==> config.mk <==
export PLATFORM = sky130hd
export DESIGN_NAME = call_return_unit
export DESIGN_NICKNAME = d
export VERILOG_FILES = /design/src/rtl/call_return_unit.sv
export SDC_FILE = /design/constraint.sdc
export NUM_CORES = 1
export LEC_CHECK = 0
export BUFFER_PORTS_ARGS = -buffer_cell sky130_fd_sc_hd__buf_2
export CORE_MARGIN = 8
export CORE_UTILIZATION = 45
export CTS_CLUSTER_DIAMETER = 120
export DETAILED_ROUTE_END_ITERATION = 12
export PLACE_DENSITY = 0.83
export SLEW_MARGIN = 30
export SYNTH_ARGS = -nofsm -noshare
export SYNTH_HDL_FRONTEND = slang
export SYNTH_SLANG_ARGS = --single-unit
==> constraint.sdc <==
create_clock -name clk -period 6.7 [get_ports clk]
set_input_delay 0.67 -clock clk [delete_from_list [all_inputs] [get_ports clk]]
set_output_delay 0.67 -clock clk [all_outputs]
set_load 0.01 [all_outputs]
==> src/rtl/call_return_unit.sv <==
// Hardware call/return sequencer driving an external toggle-strobed return-address stack.
// Build option: define STACK_TRAP_EN to redirect an erroneous call/ret to TRAP_VEC through the ERR state.
module call_return_unit #(
    parameter int            DEPTH    = 16,
    parameter int            DW       = 16,
    parameter logic [DW-1:0] TRAP_VEC = 16'hFFF0
) (
    input  logic          clk,
    input  logic          rst,
    input  logic          call,
    input  logic          ret,
    input  logic [DW-1:0] pc_in,
    input  logic [DW-1:0] target,
    output logic [DW-1:0] stk_din,
    input  logic [DW-1:0] stk_dout,
    output logic          stk_en,
    output logic          stk_rwb,
    output logic [DW-1:0] pc_out,
    output logic          pc_load,
    output logic          busy,
    output logic [4:0]    depth,
    output logic          ovf,
    output logic          unf,
    input  logic          clr_err,
    output logic [2:0]    state_dbg
);

    localparam logic [2:0] IDLE = 3'd0;
    localparam logic [2:0] PUSH = 3'd1;
    localparam logic [2:0] LOAD = 3'd2;
    localparam logic [2:0] POP  = 3'd3;
    localparam logic [2:0] CAPT = 3'd4;
    localparam logic [2:0] ERR  = 3'd5;

    localparam logic [4:0] DEPTH_MAX = 5'(DEPTH);

    // Stack handshake: stk_en is a toggle strobe with no ready. Each change of
    // stk_en is exactly one operation; stk_rwb/stk_din change on that same edge
    // and hold until the next change. Pop data must be on stk_dout within one cycle.

    logic [2:0] state;
    logic [2:0] next_state;
    logic       do_call;
    logic       do_ret;
    logic       ovf_hit;
    logic       unf_hit;

    always_comb begin
        do_call = 1'b0;
        do_ret  = 1'b0;
        ovf_hit = 1'b0;
        unf_hit = 1'b0;
        if (state == IDLE) begin
            // call has priority; a simultaneous ret is simply dropped
            if (call) begin
                do_call = (depth != DEPTH_MAX);
                ovf_hit = (depth == DEPTH_MAX);
            end else if (ret) begin
                do_ret  = (depth != 5'd0);
                unf_hit = (depth == 5'd0);
            end
        end
    end

    always_comb begin
        next_state = IDLE;
        case (state)
            IDLE: begin
                if (do_call)
                    next_state = PUSH;
                else if (do_ret)
                    next_state = POP;
`ifdef STACK_TRAP_EN
                else if (ovf_hit || unf_hit)
                    next_state = ERR;
`endif
                else
                    next_state = IDLE;
            end
            PUSH:    next_state = LOAD;
            LOAD:    next_state = IDLE;
            POP:     next_state = CAPT;
            CAPT:    next_state = IDLE;
            ERR:     next_state = IDLE;
            default: next_state = IDLE;
        endcase
    end

    always_ff @(posedge clk) begin
        if (rst) begin
            state   <= IDLE;
            depth   <= 5'd0;
            pc_out  <= '0;
            pc_load <= 1'b0;
            stk_din <= '0;
            stk_rwb <= 1'b1;
            stk_en  <= 1'b0;
            ovf     <= 1'b0;
            unf     <= 1'b0;
        end else begin
            state   <= next_state;
            pc_load <= 1'b0;

            if (do_call) begin
                stk_din <= pc_in + DW'(1);
                stk_rwb <= 1'b0;
                stk_en  <= ~stk_en;
                depth   <= depth + 5'd1;
            end

            if (do_ret) begin
                stk_rwb <= 1'b1;
                stk_en  <= ~stk_en;
            end

            case (state)
                PUSH: begin
                    pc_out  <= target;
                    pc_load <= 1'b1;
                end
                CAPT: begin
                    pc_out  <= stk_dout;
                    pc_load <= 1'b1;
                    depth   <= depth - 5'd1;
                end
                // only entered when the trap option is built in
                ERR: begin
                    pc_out  <= TRAP_VEC;
                    pc_load <= 1'b1;
                end
                default: ;
            endcase

            // a new error on the same edge as clr_err keeps its flag set
            if (ovf_hit)
                ovf <= 1'b1;
            else if (clr_err)
                ovf <= 1'b0;

            if (unf_hit)
                unf <= 1'b1;
            else if (clr_err)
                unf <= 1'b0;
        end
    end

    assign busy      = (state != IDLE);
    assign state_dbg = state;

endmodule

=== Yosys cells after proc, flatten, opt, wreduce, memory -nomap -nowiden ===
Cells that the tools add are included.

* Add/subtract/negate cells: 3
* Equal/unequal tests: 6
* Multiplexer cells: 22
* Bitwise operators: 1
* Reduce and logical (&&, ||, !) cells: 11

{| class="wikitable"
|+ Operator list
! cell !! number
|-
| one-hot mux 16 bit (3 select lines) || 1
|-
| adder 16 x 1 -> 16 bit, second input constant || 1
|-
| 2-to-1 mux 1 bit || 16
|-
| 2-to-1 mux 5 bit || 2
|-
| one-hot mux 3 bit (3 select lines) || 1
|-
| nonzero test 2 bit || 4
|-
| == test 3 bit, second input constant || 2
|-
| nonzero test 3 bit || 2
|-
| adder 5 x 1 -> 5 bit, second input constant || 1
|-
| == test 5 bit, second input constant || 1
|-
| logical NOT 5 bit || 1
|-
| inequality test 5 bit, second input constant || 1
|-
| nonzero test 5 bit || 1
|-
| subtractor 5 x 1 -> 5 bit, second input constant || 1
|-
| 2-to-1 mux 2 bit || 2
|-
| == test 3 x 1 -> 1 bit, second input constant || 1
|-
| == test 3 x 2 -> 1 bit, second input constant || 1
|-
| logical NOT 3 bit || 1
|-
| OR reduction 3 bit || 1
|-
| OR reduction 2 bit || 1
|-
| inverter 1 bit || 1
|}

* Register bits: 45
* Bits of input ports: 53
* Output and inout bits: 46
* Word-level logic and storage cells: 52

=== Depth between registers and ports, before layout ===
* Depth in word-level cells: 7
* Depth in mapped cells: 9
* Depth with buffers taken out: 7

=== Least setup slack after synthesis ===
Ideal clock, no wire load.

* Path kind: register to register
* Start point: register state[2] (netlist: state_dbg[2])
* End point: register depth[4]
* Arrival time: 2.364 ns
* Data required time: 6.605 ns
* Slack: 4.241 ns
* Cell stages (with the launch flop): 9
* Buffers on the path: 2
* Clock period less this slack: 2.459 ns
* Cells stage by stage: dfxtp_1 > clkbuf_1 > or3b_2 > clkbuf_1 > fa_1 > nand2b_1 > o2bb2ai_1 > or4_1 > o311ai_1

* Longest elaborated chain between the ends: 3

{| class="wikitable"
|+ RTL lines
! item !! line !! text
|-
| start, declared || 41 || <nowiki>logic [2:0] state;</nowiki>
|-
| start signal, assigned || 101 || <nowiki>state <= next_state;</nowiki>
|-
| logical NOT 3 bit || 53 || <nowiki>if (state == IDLE) begin</nowiki>
|-
| 2-to-1 mux 1 bit || 53 ||
|-
| nonzero test 2 bit (no source line) || - ||
|-
| end signal, assigned || 108 || <nowiki>depth <= depth + 5'd1;</nowiki>
|-
| end signal, assigned || 124 || <nowiki>depth <= depth - 5'd1;</nowiki>
|-
| end, declared || 21 || <nowiki>output logic [4:0] depth,</nowiki>
|}

Parallel ways exist; a longest one is shown, timed or not.
A chain may end at the register's enable or synchronous reset.

=== Worst setup path in the final report ===
* Start point: register state[2] (netlist: state_dbg[2])
* End point: register depth[3]

Same word-level chain as after synthesis.

==> results.yml <==
outcome:
  status: "completed"
finish:
  final_cell_mix: "buf_2 (98), dfxtp_1 (45), nor2_1 (41)"
  seq_area_um2: 900.9
  fill_cells: 428
  instances_no_fill: 404
  fin_nets: 408
  final_area_um2: 2769
  diodes: 0
  area_growth_pct: 26.67
  drive_above_1_share: 0.3229
  multi_input_area_um2: 1171
  final_common_cell: "buf_2"
floorplan:
  chipHeight_um: 85.70
  die-area_um2: 7344
  die-width_um: 85.70
  ios: 99
  core_area_um2: 4692
  num_rows: 25
  start_util: 0.4659
power_and_ir_drop:
  p_clk_frac: 0.247
  intPower_mw: 0.4650
  switchingPower_mw: 0.2216
  p_leak_nw: 1.212
  pwr-share-seq: 0.474
  pwr-share-comb: 0.279
  p_per_area_nw_per_um2: 248.0
  ir_worst_vdd_mv: 0.08215
  switching_share: 0.3228
  total_power_mw: 0.6866
worst_setup_path:
  r2r_slack_ns: 4.22
  rr_worst_depth: 7
  reg2reg_from: "state_dbg[2]"
  endpoint_kind: "flip-flop"
  crit_required_ns: 6.89
  startpoint_type: "flip-flop"
  critPathBufInv: 1
  path_class: "reg2reg"
  cp_max_fo: 12
  crit_chain: "or3b_2, inv_1, ha_1, a211oi_1, o21ba_2, nor3_1, a21o_1"
  path_delay_family: "compound AO/OA/AOI/OAI gates"
  cp_slowest_stage_delay_ns: 0.57
  arrival_ns: 2.67
  crit_slowest_cell: "or3b_2"
  rr_endpoint: "depth[3]"
drt:
  wirelength_mm: 5.706
  viasPerCell: 5.270
  vias: 2129
  postRouteAntennaNets: 0
  initialDrtViolationCount: 93
  drc: 0
  wl_per_cell_um: 14.12
  first_pass_iters: 4
placed_design:
  dp_hpwl_mm: 4.368
  dp_cells: 397
  placed_area_um2: 2679
  io_buffers: 98
  gp_congestion: 0.8109
sta:
  period_share: 0.3699
  fin_setup_tns_ns: 0
  slew_viol_final: 0
  fin_skew_ns: 0.005569
  rsz0062_at_grt: "false"
  max_slew_margin: 0.4392
  report.final.setup_viol: 0
  tightest_slew_ns: 0.8411
  min_period_ns: 2.478
  fmax_mhz: 403.5
  hold_violations: 0
cts:
  clock_path_buffers: 2
  htreeDepth: 2
  cts_inserted_buffers: 5
  cts_tree: "done"
  cts.sinks: 45
  clk_latency_ns: 0.29
  clk_pin_slew_ns: 0.08
  post_cts_buffers: 0
  root_buffer: "clkbuf_8"
  cts_resized: 0
  ctsHoldBuffers: 0
min_path:
  min_from: "stk_rwb"
  hold_path_end: "stk_rwb"
  min_path_type: "reg2reg"
  hold_depth: 1
yosys:
  syn-num-nets: 320
  ys_ff_latch: 45
  yosysSeqAreaShare: 0.4121
  synth_edf_count: 0
  yosysTopAreaCell: "dfxtp_1"
  synth_cell_types: 33
  synth_area_leaders: "dfxtp_1 (41%), a211oi_1 (10%), nor2_1 (7.2%), xnor2_1 (5.2%), nor3_1 (3.9%)"
  ys_warn_count: 0
  synth_area_um2: 2186
  synth_top_area_share: 0.4121
  syn-mean-instance-area_um2: 8.343
  async_flop_share: 0
  synthFlopType: "dfxtp_1"
  synthCells: 262
global_routing:
  gr-total-overflow: 0
  grt_start_max_net_pins: 49
  grt_util_all_layers: 0.1569
  grt_pass1_wl_mm: 9.397
  antenna_found_initial: 0
  grt_pass1_vias: 1988
flow_run:
  drv_cap: 0
[logic make-up (layout without fill, tap and decap cells)]
family / count (synthesis) / after routing / synth area share
AOI/OAI and AO/OA: 66 / 66 / 0.2112
xor gates and xnor gates: 15 / 15 / 0.06010
adders and majority gates: 5 / 5 / 0.03206
buffers and inverters: 29 / 117 / 0.05896
DFF: 45 / 45 / 0.4121
and+or+nand+nor: 102 / 102 / 0.2255
[worst reg2reg max path, cell delays in order, from the launching register on]
cell and delay, ns:
dfxtp_1 0.53, or3b_2 0.57, inv_1 0.23, ha_1 0.29, a211oi_1 0.32, o21ba_2 0.19
nor3_1 0.04, a21o_1 0.21
[area by class of cell]
class / count / area share
clock buffer: 6 / 0.02982
clock inverter: 1 / 0.002711
inverter: 11 / 0.01491
multi-input combinational: 188 / 0.4230
sequential: 45 / 0.3253
tap: 54 / 0.02440
timing repair buffer: 99 / 0.1798
[power groups by stage]
| stage | combinational [mW] | clock, mW | sequential, mW |
|---|---|---|---|
| 5_1_grt | 0.213 | 0.185 | 0.332 |
| 2_1_floorplan | 0.107 | 0 | 0.345 |
| 3_5_place_dp | 0.194 | 0 | 0.332 |
| 4_1_cts | 0.194 | 0.175 | 0.326 |
| 6_report | 0.192 | 0.169 | 0.326 |
| 3_3_place_gp | 0.190 | 0 | 0.330 |
[per-layer routing]
metal  GRT usage  up-vias  routed length [um]  share of wire
li1            -     1113                   -              -
met1      0.1778      943                2493           0.44
met2      0.2532       67                2614           0.46
met3     0.07354        6                 545          0.096
met4     0.05255        0                  53         0.0093
met5           0        -                   0              0
[sequential cells by signal, indices dropped and copies added (netlist names), 3 cells and up]
register	cells
stk_din	16
pc_out	16
state_dbg	3
depth	5
[metrics by stage]
| step | hold slack (ns) | setup slack (ns) | utilization |
|---|---|---|---|
| floorplan | 0.4805 | 4.241 | - |
| global placement | 0.4401 | 4.390 | 0.5704 |
| detailed placement | 0.4457 | 4.228 | 0.5709 |
| CTS | 0.4642 | 4.224 | 0.5901 |
| global route | 0.4835 | 4.066 | 0.5901 |
| finish | 0.4603 | 4.222 | 0.5901 |
[how the worst max path moves through the flow]
stage	depth (start not counted)	end	start
2_1_floorplan	8	depth[4]	state_dbg[2]
3_3_place_gp	7	depth[3]	state_dbg[2]
3_5_place_dp	7	depth[3]	state_dbg[2]
4_1_cts	7	depth[3]	state_dbg[2]
5_1_grt	7	depth[3]	state_dbg[2]
6_report	7	depth[3]	state_dbg[2]
[cells in the mapped netlist (2+ instances only)]
cell,instances
a211oi_1,30
nand2_1,10
buf_2,4
inv_1,11
nand4_1,3
xnor2_1,13
dfxtp_1,45
or4_1,2
nor4_1,4
ha_1,4
nor3_1,17
nand2b_1,10
nand3_1,8
nor2_1,42
nor3b_1,2
buf_6,2
o21ai_0,7
xor2_1,2
o22ai_1,12
a21oi_1,10
clkbuf_1,12
Power figures use the tool's default switching activity.
